**src/rtl/display_pkg.sv**
```systemverilog
// Shared types and limits for the register display scheduler.
package display_pkg;

  localparam int unsigned MAX_SRC = 4;

  typedef logic [1:0] src_idx_t;
  typedef logic [7:0] disp_byte_t;

  typedef enum logic [0:0] {
    SHOW,
    BLANK
  } sched_state_e;

endpackage

```
**src/rtl/display_scheduler_if.sv**
```systemverilog
// Source taps in, display byte / indicator out, for display_scheduler.
interface display_scheduler_if
  import display_pkg::*;
#(
  parameter int unsigned NUM_SRC = MAX_SRC
);

  logic [NUM_SRC-1:0][7:0] src;
  logic                    auto_en;
  logic                    step;
  logic                    freeze;
  disp_byte_t              value;
  src_idx_t                sel;
  logic                    blank;
  logic                    update;

  // Register-file / button side.
  modport master (
    output src, auto_en, step, freeze,
    input  value, sel, blank, update
  );

  // Scheduler side.
  modport slave (
    input  src, auto_en, step, freeze,
    output value, sel, blank, update
  );

endinterface

```
**src/rtl/dwell_timer.sv**
```systemverilog
// Free-running terminal-count timer with clear and hold; tc pulses on the wrap cycle.
module dwell_timer
  import display_pkg::*;
#(
  parameter int unsigned COUNT = 4
) (
  input  logic clk,
  input  logic rst,
  input  logic clear,
  input  logic hold,
  output logic tc
);

  localparam int unsigned CntW = (COUNT > 1) ? $clog2(COUNT) : 1;
  localparam logic [CntW-1:0] Last = CntW'(COUNT - 1);

  logic [CntW-1:0] cnt_q;

  // hold beats clear so a frozen count survives anything but reset
  assign tc = ~hold & ~clear & (cnt_q == Last);

  // Count state: hold, clear, wrap at terminal count, else increment.
  always_ff @(posedge clk or posedge rst) begin
    if (rst) begin
      cnt_q <= '0;
    end else if (hold) begin
      cnt_q <= cnt_q;
    end else if (clear || tc) begin
      cnt_q <= '0;
    end else begin
      cnt_q <= cnt_q + 1'b1;
    end
  end

endmodule

```
**src/rtl/display_scheduler.sv**
```systemverilog
// Time-shares one decimal display among NUM_SRC register taps, rotating on a
// dwell timer (auto) or on step edges (manual); freeze holds the shown value.
// Optional feature: define DISPLAY_SCHED_BLANK_EN to blank the digits for
// BLANK_CYCLES after each advance.
module display_scheduler
  import display_pkg::*;
#(
  parameter int unsigned NUM_SRC      = 4,
  parameter int unsigned DWELL_CYCLES = 50_000_000,
  parameter int unsigned BLANK_CYCLES = 5_000_000
) (
  input logic                clk,
  input logic                rst,
  display_scheduler_if.slave bus
);

  if (NUM_SRC < 2 || NUM_SRC > MAX_SRC) begin : g_bad_num_src
    $error("display_scheduler: NUM_SRC must be 2..4");
  end
  if (DWELL_CYCLES < 2) begin : g_bad_dwell
    $error("display_scheduler: DWELL_CYCLES must be >= 2");
  end
  if (BLANK_CYCLES < 1) begin : g_bad_blank
    $error("display_scheduler: BLANK_CYCLES must be >= 1");
  end

  src_idx_t   sel_q;
  src_idx_t   next_sel;
  disp_byte_t value_q;
  logic       update_q;
  logic       step_q;
  logic       auto_q;
  logic       step_rise;
  logic       mode_change;
  logic       dwell_clear;
  logic       dwell_tc;
  logic       advance;

  assign step_rise   = bus.step & ~step_q;
  assign mode_change = bus.auto_en ^ auto_q;
  assign next_sel    = (sel_q == src_idx_t'(NUM_SRC - 1)) ? '0 : sel_q + 1'b1;

  // Edge/mode history always tracks its input, so edges during freeze or blank are lost.
  // auto_q resets to 1 so auto mode out of reset counts from the first edge.
  always_ff @(posedge clk or posedge rst) begin
    if (rst) begin
      step_q <= 1'b0;
      auto_q <= 1'b1;
    end else begin
      step_q <= bus.step;
      auto_q <= bus.auto_en;
    end
  end

  dwell_timer #(
    .COUNT(DWELL_CYCLES)
  ) u_dwell_timer (
    .clk  (clk),
    .rst  (rst),
    .clear(dwell_clear),
    .hold (bus.freeze),
    .tc   (dwell_tc)
  );

`ifdef DISPLAY_SCHED_BLANK_EN

  sched_state_e state_q;
  logic         blank_q;
  logic         blank_tc;

  assign dwell_clear = mode_change | ~bus.auto_en | (state_q == BLANK);
  assign advance     = ~bus.freeze & (state_q == SHOW) &
                       (bus.auto_en ? dwell_tc : step_rise);

  dwell_timer #(
    .COUNT(BLANK_CYCLES)
  ) u_blank_timer (
    .clk  (clk),
    .rst  (rst),
    .clear(state_q != BLANK),
    .hold (bus.freeze),
    .tc   (blank_tc)
  );

  // SHOW/BLANK sequencing with registered display outputs.
  always_ff @(posedge clk or posedge rst) begin
    if (rst) begin
      state_q  <= SHOW;
      sel_q    <= '0;
      value_q  <= '0;
      blank_q  <= 1'b0;
      update_q <= 1'b0;
    end else if (bus.freeze) begin
      update_q <= 1'b0;
    end else if (advance) begin
      state_q  <= BLANK;
      sel_q    <= next_sel;
      value_q  <= '0;
      blank_q  <= 1'b1;
      update_q <= 1'b1;
    end else begin
      update_q <= 1'b0;
      unique case (state_q)
        SHOW: begin
          value_q <= bus.src[sel_q];
        end
        BLANK: begin
          if (blank_tc) begin
            state_q <= SHOW;
            blank_q <= 1'b0;
            value_q <= bus.src[sel_q];
          end else begin
            value_q <= '0;
          end
        end
        default: begin
          state_q <= SHOW;
        end
      endcase
    end
  end

  assign bus.blank = blank_q;

`else

  assign dwell_clear = mode_change | ~bus.auto_en;
  assign advance     = ~bus.freeze & (bus.auto_en ? dwell_tc : step_rise);

  // Source selection and live tracking of the selected tap.
  always_ff @(posedge clk or posedge rst) begin
    if (rst) begin
      sel_q    <= '0;
      value_q  <= '0;
      update_q <= 1'b0;
    end else if (bus.freeze) begin
      update_q <= 1'b0;
    end else if (advance) begin
      sel_q    <= next_sel;
      value_q  <= bus.src[next_sel];
      update_q <= 1'b1;
    end else begin
      value_q  <= bus.src[sel_q];
      update_q <= 1'b0;
    end
  end

  assign bus.blank = 1'b0;

`endif

  assign bus.value  = value_q;
  assign bus.sel    = sel_q;
  assign bus.update = update_q;

endmodule

```
**src/flat_wrapper.sv**
```systemverilog
// flat-port wrapper written by rule: the top's interface ports become plain ports
module display_scheduler_flat import display_pkg::*;
#(
  parameter int unsigned NUM_SRC      = 4,
  parameter int unsigned DWELL_CYCLES = 50_000_000,
  parameter int unsigned BLANK_CYCLES = 5_000_000
)
  (clk, rst, bus_src, bus_auto_en, bus_step, bus_freeze, bus_value, bus_sel, bus_blank, bus_update);
  display_scheduler_if #(.NUM_SRC(NUM_SRC)) bus_i ();
  input logic clk;
  input logic rst;
  input wire logic [$bits(bus_i.src)-1:0] bus_src;
  input wire logic [$bits(bus_i.auto_en)-1:0] bus_auto_en;
  input wire logic [$bits(bus_i.step)-1:0] bus_step;
  input wire logic [$bits(bus_i.freeze)-1:0] bus_freeze;
  output wire logic [$bits(bus_i.value)-1:0] bus_value;
  output wire logic [$bits(bus_i.sel)-1:0] bus_sel;
  output wire logic [$bits(bus_i.blank)-1:0] bus_blank;
  output wire logic [$bits(bus_i.update)-1:0] bus_update;
  assign bus_i.src = bus_src;
  assign bus_i.auto_en = bus_auto_en;
  assign bus_i.step = bus_step;
  assign bus_i.freeze = bus_freeze;
  assign bus_value = bus_i.value;
  assign bus_sel = bus_i.sel;
  assign bus_blank = bus_i.blank;
  assign bus_update = bus_i.update;
  display_scheduler #(.NUM_SRC(NUM_SRC), .DWELL_CYCLES(DWELL_CYCLES), .BLANK_CYCLES(BLANK_CYCLES)) u_core (.clk(clk), .rst(rst), .bus(bus_i));
endmodule
```
**config.mk**
```make
export PLATFORM = sky130hd
export DESIGN_NAME = display_scheduler_flat
export DESIGN_NICKNAME = d
export VERILOG_FILES = /design/src/rtl/display_pkg.sv /design/src/rtl/display_scheduler_if.sv /design/src/rtl/dwell_timer.sv /design/src/rtl/display_scheduler.sv /design/src/flat_wrapper.sv
export SDC_FILE = /design/constraint.sdc
export NUM_CORES = 1
export LEC_CHECK = 0
export CORE_ASPECT_RATIO = 1.5
export CORE_MARGIN = 5
export CORE_UTILIZATION = 47
export DETAILED_ROUTE_END_ITERATION = 7
export HOLD_SLACK_MARGIN = 0.02
export PLACE_DENSITY = 0.76
export SYNTH_ARGS = -nofsm -noshare
export SYNTH_HDL_FRONTEND = slang
export SYNTH_SLANG_ARGS = --single-unit
```
**constraint.sdc**
```tcl
create_clock -name clk -period 2.1 [get_ports clk]
set_input_delay 0.525 -clock clk [delete_from_list [all_inputs] [get_ports clk]]
set_output_delay 0.525 -clock clk [all_outputs]
set_load 0.005 [all_outputs]
```
==> results of run 1 <==
==> repair_timing <==
item                       CTS  global route
resized for setup            2             5
setup endpoints to repair   12            34
cloned                       0             1
pin swaps                    2             6
==> layer usage <==
metal	vias to the layer above	GRT usage [%]	share of wire [%]	wire, um
li1	1010	-	-	-
met1	1102	20.4	35	2290
met2	83	37.4	57	3670
met3	20	4.04	5.5	353
met4	0	6.62	2.6	170
met5	-	0	0	0
==> sequential cells by signal, indices dropped and copies added (netlist names) <==
register,flops
u_core.bus.sel,2
u_core.auto_q,1
u_core.bus.value,8
u_core.u_dwell_timer.cnt_q,26
u_core.step_q,1
u_core.bus.update,1
==> worst max-delay path: cells and delay by family, from the launching register on <==
kind / cells / cell delay (ns)
buffers and inverters: 2 / 0.77
DFF: 1 / 0.40
==> report_power, final <==
group	total, mW	internal [mW]	switching (mW)
registers	0.909	0.842	0.0665
logic	1.19	0.748	0.441
clock network	0.487	0.236	0.251
==> layout by cell type (no fill, tap or decap), types with 2 or more instances in the layout <==
cell type        netlist  final
nand4_1                8      8
nor4b_1                2      2
o21ai_0                7      7
o221a_2                8      8
or4_1                  9      8
nor3_1                 4      4
mux2_2                 2      2
o31ai_1               10     10
dfrtp_1               38     38
and4_1                 3      3
a211o_1                8      8
xor2_1                 4      4
inv_1                  5      5
a22oi_2                1      3
or3_1                  4      4
or4_4                  1      3
clkbuf_8               2      5
a21oi_1                9      9
ha_1                   2      2
xnor2_1                5      5
nor4_1                 2      2
nand4b_1               2      2
nand2_1               12     12
buf_4                  1     20
nor2_1                 2      2
a22oi_1               12     10
buf_12                 0      3
clkdlybuf4s50_1        0     46
mux4_2                16     16
nand3_1                6      6
clkbuf_1               4      3
==> logic make-up (layout without fill, tap and decap cells) <==
| logic type | count (synthesis) | count (layout) | synth area share, % |
|---|---|---|---|
| AND/OR/NAND/NOR | 66 | 67 | 17.6 |
| flip-flops | 39 | 39 | 39.3 |
| XOR/XNOR | 9 | 9 | 3.17 |
| buffers and inverters | 22 | 85 | 4.88 |
| other | 1 | 1 | 0.151 |
| multiplexers | 18 | 18 | 15.4 |
| AO/OA/AOI/OAI | 60 | 60 | 18.6 |
| adder cells (fa/ha/maj) | 2 | 2 | 1.01 |
==> worst min-delay path by stage <==
| stage | startpoint | to | cells after the start |
|---|---|---|---|
| final | u_core.u_dwell_timer.cnt_q[1]$_DFFE_PP0N_ | u_core.u_dwell_timer.cnt_q[1]$_DFFE_PP0N_ | 2 |
| after global routing | u_core.u_dwell_timer.cnt_q[1]$_DFFE_PP0N_ | u_core.u_dwell_timer.cnt_q[1]$_DFFE_PP0N_ | 2 |
| after CTS | u_core.u_dwell_timer.cnt_q[1]$_DFFE_PP0N_ | u_core.u_dwell_timer.cnt_q[1]$_DFFE_PP0N_ | 2 |
| after detailed placement | u_core.u_dwell_timer.cnt_q[1]$_DFFE_PP0N_ | u_core.u_dwell_timer.cnt_q[1]$_DFFE_PP0N_ | 2 |
| after global placement | u_core.u_dwell_timer.cnt_q[1]$_DFFE_PP0N_ | u_core.u_dwell_timer.cnt_q[1]$_DFFE_PP0N_ | 2 |
| after floorplan | u_core.u_dwell_timer.cnt_q[1]$_DFFE_PP0N_ | u_core.u_dwell_timer.cnt_q[1]$_DFFE_PP0N_ | 2 |
==> layout make-up <==
cell class / instances / area [sq um] / share of cell area [%]
Clock buffer: 8 / 80.1 / 2.44
Inverter: 6 / 22.5 / 0.688
Timing Repair Buffer: 71 / 694 / 21.2
Multi-Input combinational cell: 157 / 1420 / 43.2
Tap cell: 68 / 85.1 / 2.60
Sequential cell: 39 / 977 / 29.8
==> results.txt, run 1 <==
- The flow ran to the end, and the final reports show no timing, DRC or antenna violations.
- Walking the worst path, the cells encountered are buf_4 -> clkdlybuf4s50_1.
* Vias post-DR: 2215
* Setup Fix Bufs, Post-CTS: 0
- Setup repair after global routing left no endpoint under its margin.
- Cell at the slowest stage of the critical path: clkdlybuf4s50_1
* Library cell with the highest instance count after synthesis: dfrtp_1
- Once the floorplan was initialized, standard cells occupied 48.2% of the core.
- Crit path required time: 1.57 ns
- For this run, the leading register cell type out of synthesis is dfrtp_1.
- The filler cells instantiated in the layout total 430.
- Least setup slack across all paths after layout: 0.115 ns
- The number of endpoints with negative hold slack in the final report came to 0.
- During I/O placement, the number of pins put on the boundary was 49.
* Final count of pins violating max slew: 0
* CTS tree: done
* Arrival time at the worst endpoint: 1.46 ns
- Wire length of the first global-routing pass: 10.8 mm
* Detailed-placement wirelength estimate: 4.93 mm
- Yosys printed 0 warnings.
* Highest clock rate: 0.504 GHz
* GP Congestion: 0.885
- Setup slack of the most critical reg-to-reg path: 0.12 ns
- Die ar.: 6880 sq um
- Detailed-routing iteration count for the pre-antenna-repair pass: 5
* WL final: 6.48 mm
- Beginning of the worst register-to-register path: u_core.u_dwell_timer.cnt_q[19]$_DFFE_PP0N_
* Skew-Pair Late Insertion Delay: 0.29 ns
- Of all nets on the critical path, the largest fanout is 10.
- Number of buffers inserted for hold repair after clock tree synthesis: 0
- Post-synthesis cell area: 2490 sq um
- In this run the cell area measured after placement is 3160 sq um.
- Pin count of the biggest net entering global routing: 40
* Clock buffers created by TritonCTS: 5
* Crit. Startpoint: u_core.bus.sel[0]$_DFFE_PP0P_
* Post-route minimum period: 1.99 ns
- Measured in cells, the most critical reg-to-reg path has a length of 5.
- Global route total overflow: 0
- Max-cap violations in this run came to 0.
* Final standard cell area without fillers: 3280 sq um
- Antenna violations before repair: 0
- Leading cell types by total area after synthesis: dfrtp_1 38%, mux4_2 14%, a22oi_1 3.6%, o221a_2 3.6%, o31ai_1 3.0%
- Path category of the worst min-delay check: reg -> reg
* Area of the core: 5160 sq um
- The tree is rooted in a clkbuf_8.
* Non-filler instance count after layout: 349
* Leak pwr: 1.30 nW
- Share of synthesized flip-flops with an asynchronous set or reset: 100%
* Via count of the first global-routing pass: 2285
* RR Endpoint: u_core.bus.sel[0]$_DFFE_PP0P_
- Post-DR wirelength/cell: 18.6 um
- The worst path uses 94.5% of the clock period.
* Detailed-route DRC error count: 0
* Classification of the worst setup path: reg -> out
* Setup slack after placement: -0.417 ns
- Area share of the largest cell type after synthesis: 38.2%
- Distinct cell type count of the synthesized netlist: 51
- Row count: 32
- The cell count after synthesis came out at 217.
* PD cells: 789 nW/um^2
- During placement, the flow inserted port buffers numbering 47.
* TritonCTS sink count: 39
- For this run, the post-layout net count is 319.
- The clock tree synthesis step divided the H-tree into 2 levels.
- Clock-pin slew was measured on the worst setup and hold paths at 0.07 ns.
- Of all cell types, the one taking the most synthesized area is dfrtp_1.
- Number of DRC markers in iteration 0: 170
- Avg Synthesized Cell Area: 11.5 sq um
- Number of setup violations in the final report: 0
* Kind of end point of the critical path: primary output
- All-Layer GR Usage: 19.3%
* Number of enable flip-flop cells after synthesis: 0
- In this run, synthesis produced a sequential element count of 39.
- Once layout is complete, the utilization of the core stands at 63.4%.
- Post-DR vias/cell: 6.35
- Critical path endpoint: bus_sel[0]
- The floorplan step set the die width to 69.4 um.
- Number of antenna-violating nets in the routed design: 0
- Hold WS: 0.534 ns
- The number of nets handed over by synthesis was 256.
- Setup tns final: 0 ns
- Maximum number of buffers from clock root to sink: 2
- The number of antenna diodes in the final layout is 0.
- CP Launch Type: register
- Worst-case vdd ir drop: 588 uV
- Commonest cells in the synthesized netlist: 38 x dfrtp_1, 16 x mux4_2, 12 x a22oi_1, 12 x nand2_1, 10 x o31ai_1
- In this run, placement finished with an instance count of 340.
- On the worst path, the slowest cell contributes a delay of 0.53 ns.
- The post-route netlist has 26.0% of its cells at a drive strength greater than 1.
* Total power draw: 2.59 mW
- Sequential element share of the synthesized area: 39.3%
- The die is 99.1 um tall.
- The clock arrives with 0.0126 ns of skew.
- P&R area growth vs syn: 31.7%
No activity file was read; power rests on OpenSTA's default activity.
==> inputs of run 2 (changes only) <==
--- a/config.mk
+++ b/config.mk
@@ -11,6 +11,7 @@
 export DETAILED_ROUTE_END_ITERATION = 7
 export HOLD_SLACK_MARGIN = 0.02
 export PLACE_DENSITY = 0.76
+export SLEW_MARGIN = 20
 export SYNTH_ARGS = -nofsm -noshare
 export SYNTH_HDL_FRONTEND = slang
 export SYNTH_SLANG_ARGS = --single-unit
==> results of run 2 <==
The final DEF is identical to that of run 1; final timing and power are the same.
==> inputs of run 3 (changes only) <==
--- a/config.mk
+++ b/config.mk
@@ -7,10 +7,11 @@
 export LEC_CHECK = 0
 export CORE_ASPECT_RATIO = 1.5
 export CORE_MARGIN = 5
-export CORE_UTILIZATION = 47
+export CORE_UTILIZATION = 45
 export DETAILED_ROUTE_END_ITERATION = 7
 export HOLD_SLACK_MARGIN = 0.02
-export PLACE_DENSITY = 0.76
+export PLACE_DENSITY = 0.73
+export RECOVER_POWER = 100
 export SLEW_MARGIN = 20
 export SYNTH_ARGS = -nofsm -noshare
 export SYNTH_HDL_FRONTEND = slang
==> run 3 against run 2 <==
Effect of this change:
- sequential power decreased by 2%
- register-to-register slack improved by 0.06 ns
- cell count increased by 1.7%
- largest power group unchanged
- sequential share of layout area about the same
- critical path type unchanged
==> results.txt, run 3 (synthesized netlist as in run 1, its figures left out) <==
- The flow ran to the end, and the final reports show no timing, DRC or antenna violations.
* Kind of end point of the critical path: primary output
- The analysis attributes to cell leakage a power of 1.29 nW.
- Clock tree synthesis selected as its root buffer the cell clkbuf_8.
- Beginning of the worst register-to-register path: u_core.u_dwell_timer.cnt_q[6]$_DFFE_PP0N_
- Pin count of the biggest net entering global routing: 40
* Final standard cell area without fillers: 3270 sq um
* Number of buffer cells added on primary ports: 47
* Starting utilization of the core area: 46.0%
- Clock buffers created by TritonCTS: 5
- WL final: 6.26 mm
- Static timing analysis puts the maximum clock frequency at 0.504 GHz.
- Skew-Pair Late Insertion Delay: 0.29 ns
- Along the worst path, the maximum fanout reaches 10.
- In this run the remaining antenna-violating nets after routing total 0.
* All-Layer GR Usage: 19.2%
* Number of placed instances, taps included: 346
* WHS Path Cells: 2
- Worst Tran Pin Value: 0.975 ns
* Post-detailed-placement cell area: 3180 sq um
- Once detailed placement completed, the half-perimeter wirelength came to 4.77 mm.
- The worst setup path is launched from a register.
* Classification of the worst setup path: reg -> out
- For the finished layout, the period the worst path requires is 1.99 ns.
* Setup repair after global routing missed its margin: no
* Share of the core filled with cells in the final layout: 60.5%
- N_diodes: 0
- The initial antenna violation count came to 0.
- Clock-pin slew was measured on the worst setup and hold paths at 0.07 ns.
- Ranked by flip-flop count, first place goes to u_core.u_dwell_timer.cnt_q.
- At the worst endpoint, the arrival time is 1.46 ns.
- In this run the critical register-to-register path is captured at u_core.u_dwell_timer.cnt_q[13]$_DFFE_PP0N_.
- Detailed-route DRC error count: 0
* Final #Nets: 323
* PD cells: 813 nW/um^2
* Die boundary width: 70.7 um
- In the final layout, the share of cells above drive strength 1 is 26.7%.
- Max-cap violation count: 0
- Filler cells: 465
* CTS tree: done
* Post-DR vias/cell: 6.00
* Die ar.: 7150 sq um
- Flip-flop count of the largest register after layout: 26
- The worst hold path begins at u_core.u_dwell_timer.cnt_q[1]$_DFFE_PP0N_.
- Setup violations remaining at the end of the flow were counted as 0.
- Commonest cells after routing, fill and taps aside: 38 x dfrtp_1, 35 x clkdlybuf4s50_1, 20 x buf_4
- I/O pin total: 49
- In this run the vertical extent of the chip is 101 um.
- Across all register-to-register paths, the minimum setup slack is 0.18 ns.
* Global route total overflow: 0
- Hold Path Sink: u_core.u_dwell_timer.cnt_q[1]$_DFFE_PP0N_
- Non-filler instance count after layout: 355
- The number of global-route vias before repair came to 2330.
* Setup tns final: 0 ns
- In this run the core area contains 33 standard-cell rows.
* TritonCTS sink count: 39
- The worst-case IR drop observed on VDD is 675 uV.
- Between clock sinks in the finished design, the worst skew comes to 0.00705 ns.
- Cell depth of the worst flop-to-flop path: 5
- The number of endpoints with negative hold slack in the final report is 0.
- Detailed-routing iteration count for the pre-antenna-repair pass: 4
- In the final routed layout, each cell accounts on average for 17.6 um.
* Htree depth: 2
- Final count of pins violating max slew: 0
- Compared with the post-synthesis result, the final layout area differs by 31.6%.
- The first global-routing pass estimated 10.9 mm of wire.
- The congestion estimate from routability-driven global placement came to 0.863.
- After the first detailed-routing iteration, the DRC count stood at 102.
* Most common cell after layout, fill and taps aside: dfrtp_1
* Area of the core: 5410 sq um
- In this run the deepest clock path goes through 2 buffers.
- The worst path uses 94.5% of the clock period.
- In this run the tightest slew margin relative to its limit is 35.0%.
* Vias post-DR: 2129
* Path category of the worst min-delay check: reg -> reg
- STA puts the critical path data required time at 1.57 ns.
run 3: final cells by class:
| class | instances | area (sq um) | share of cell area [%] |
|---|---|---|---|
| well taps | 70 | 87.6 | 2.68 |
| clock inverters | 1 | 30.0 | 0.917 |
| repair buffers | 76 | 678 | 20.7 |
| multi-input cells | 156 | 1400 | 42.8 |
| inverters | 6 | 22.5 | 0.688 |
| flip-flops and latches | 39 | 977 | 29.9 |
| clock buffers | 7 | 76.3 | 2.33 |
run 3: report_power, final:
part	internal [mW]	switching (mW)	total [mW]	leakage [nW]
Clock	0.356	0.261	0.616	0.0524
Combinational	0.713	0.439	1.15	0.724
Sequential	0.841	0.0530	0.894	0.511
Total	1.91	0.752	2.66	1.29
run 3: stage by stage:
| stage | setup slack (ns) | power, mW | hold slack [ns] |
|---|---|---|---|
| final | 0.115 | 2.66 | 0.556 |
| after global routing | 0.0398 | 2.82 | 0.577 |
| after CTS | 0.0173 | 2.75 | 0.552 |
| after detailed placement | -0.433 | 2.12 | 0.535 |
| after global placement | -0.382 | 2.10 | 0.520 |
| after floorplan | 0.00833 | 1.65 | 0.493 |
run 3: critical path, cell delays in order (launching register included):
cell             delay [ns]
dfrtp_1                0.35
clkbuf_2               0.26
clkdlybuf4s50_1        0.56
run 3: layer usage:
| layer | vias to the layer above | wire [um] | part of all wire, % | track usage [%] |
|---|---|---|---|---|
| met5 | - | 0 | 0 | 0 |
| met4 | 0 | 140 | 2.2 | 7.96 |
| met3 | 11 | 304 | 4.9 | 3.99 |
| met2 | 58 | 3470 | 55 | 36.0 |
| met1 | 1046 | 2350 | 37 | 20.4 |
| li1 | 1014 | - | - | - |
run 3: worst max-delay path by stage:
stage / cells past startpoint / start / to / slack [ns]
finish: 2 / u_core.bus.sel[1]$_DFFE_PP0P_ / bus_sel[1] / 0.11
detailed placement: 5 / bus_freeze / u_core.u_dwell_timer.cnt_q[23]$_DFFE_PP0N_ / -0.43
floorplan: 6 / bus_freeze / u_core.u_dwell_timer.cnt_q[13]$_DFFE_PP0N_ / 0.008
global route: 2 / u_core.bus.sel[1]$_DFFE_PP0P_ / bus_sel[1] / 0.04
CTS: 5 / bus_freeze / u_core.u_dwell_timer.cnt_q[21]$_DFFE_PP0N_ / 0.02
global placement: 5 / bus_freeze / u_core.u_dwell_timer.cnt_q[21]$_DFFE_PP0N_ / -0.38
run 3: timing repair:
item | in CTS | in global routing
setup endpoints to repair | 7 | 30
setup buffers | 0 | 1
gates resized for setup | 1 | 12
endpoints found under the hold margin | 0 | 0
hold buffers | 0 | 0
pin swaps | 3 | 5
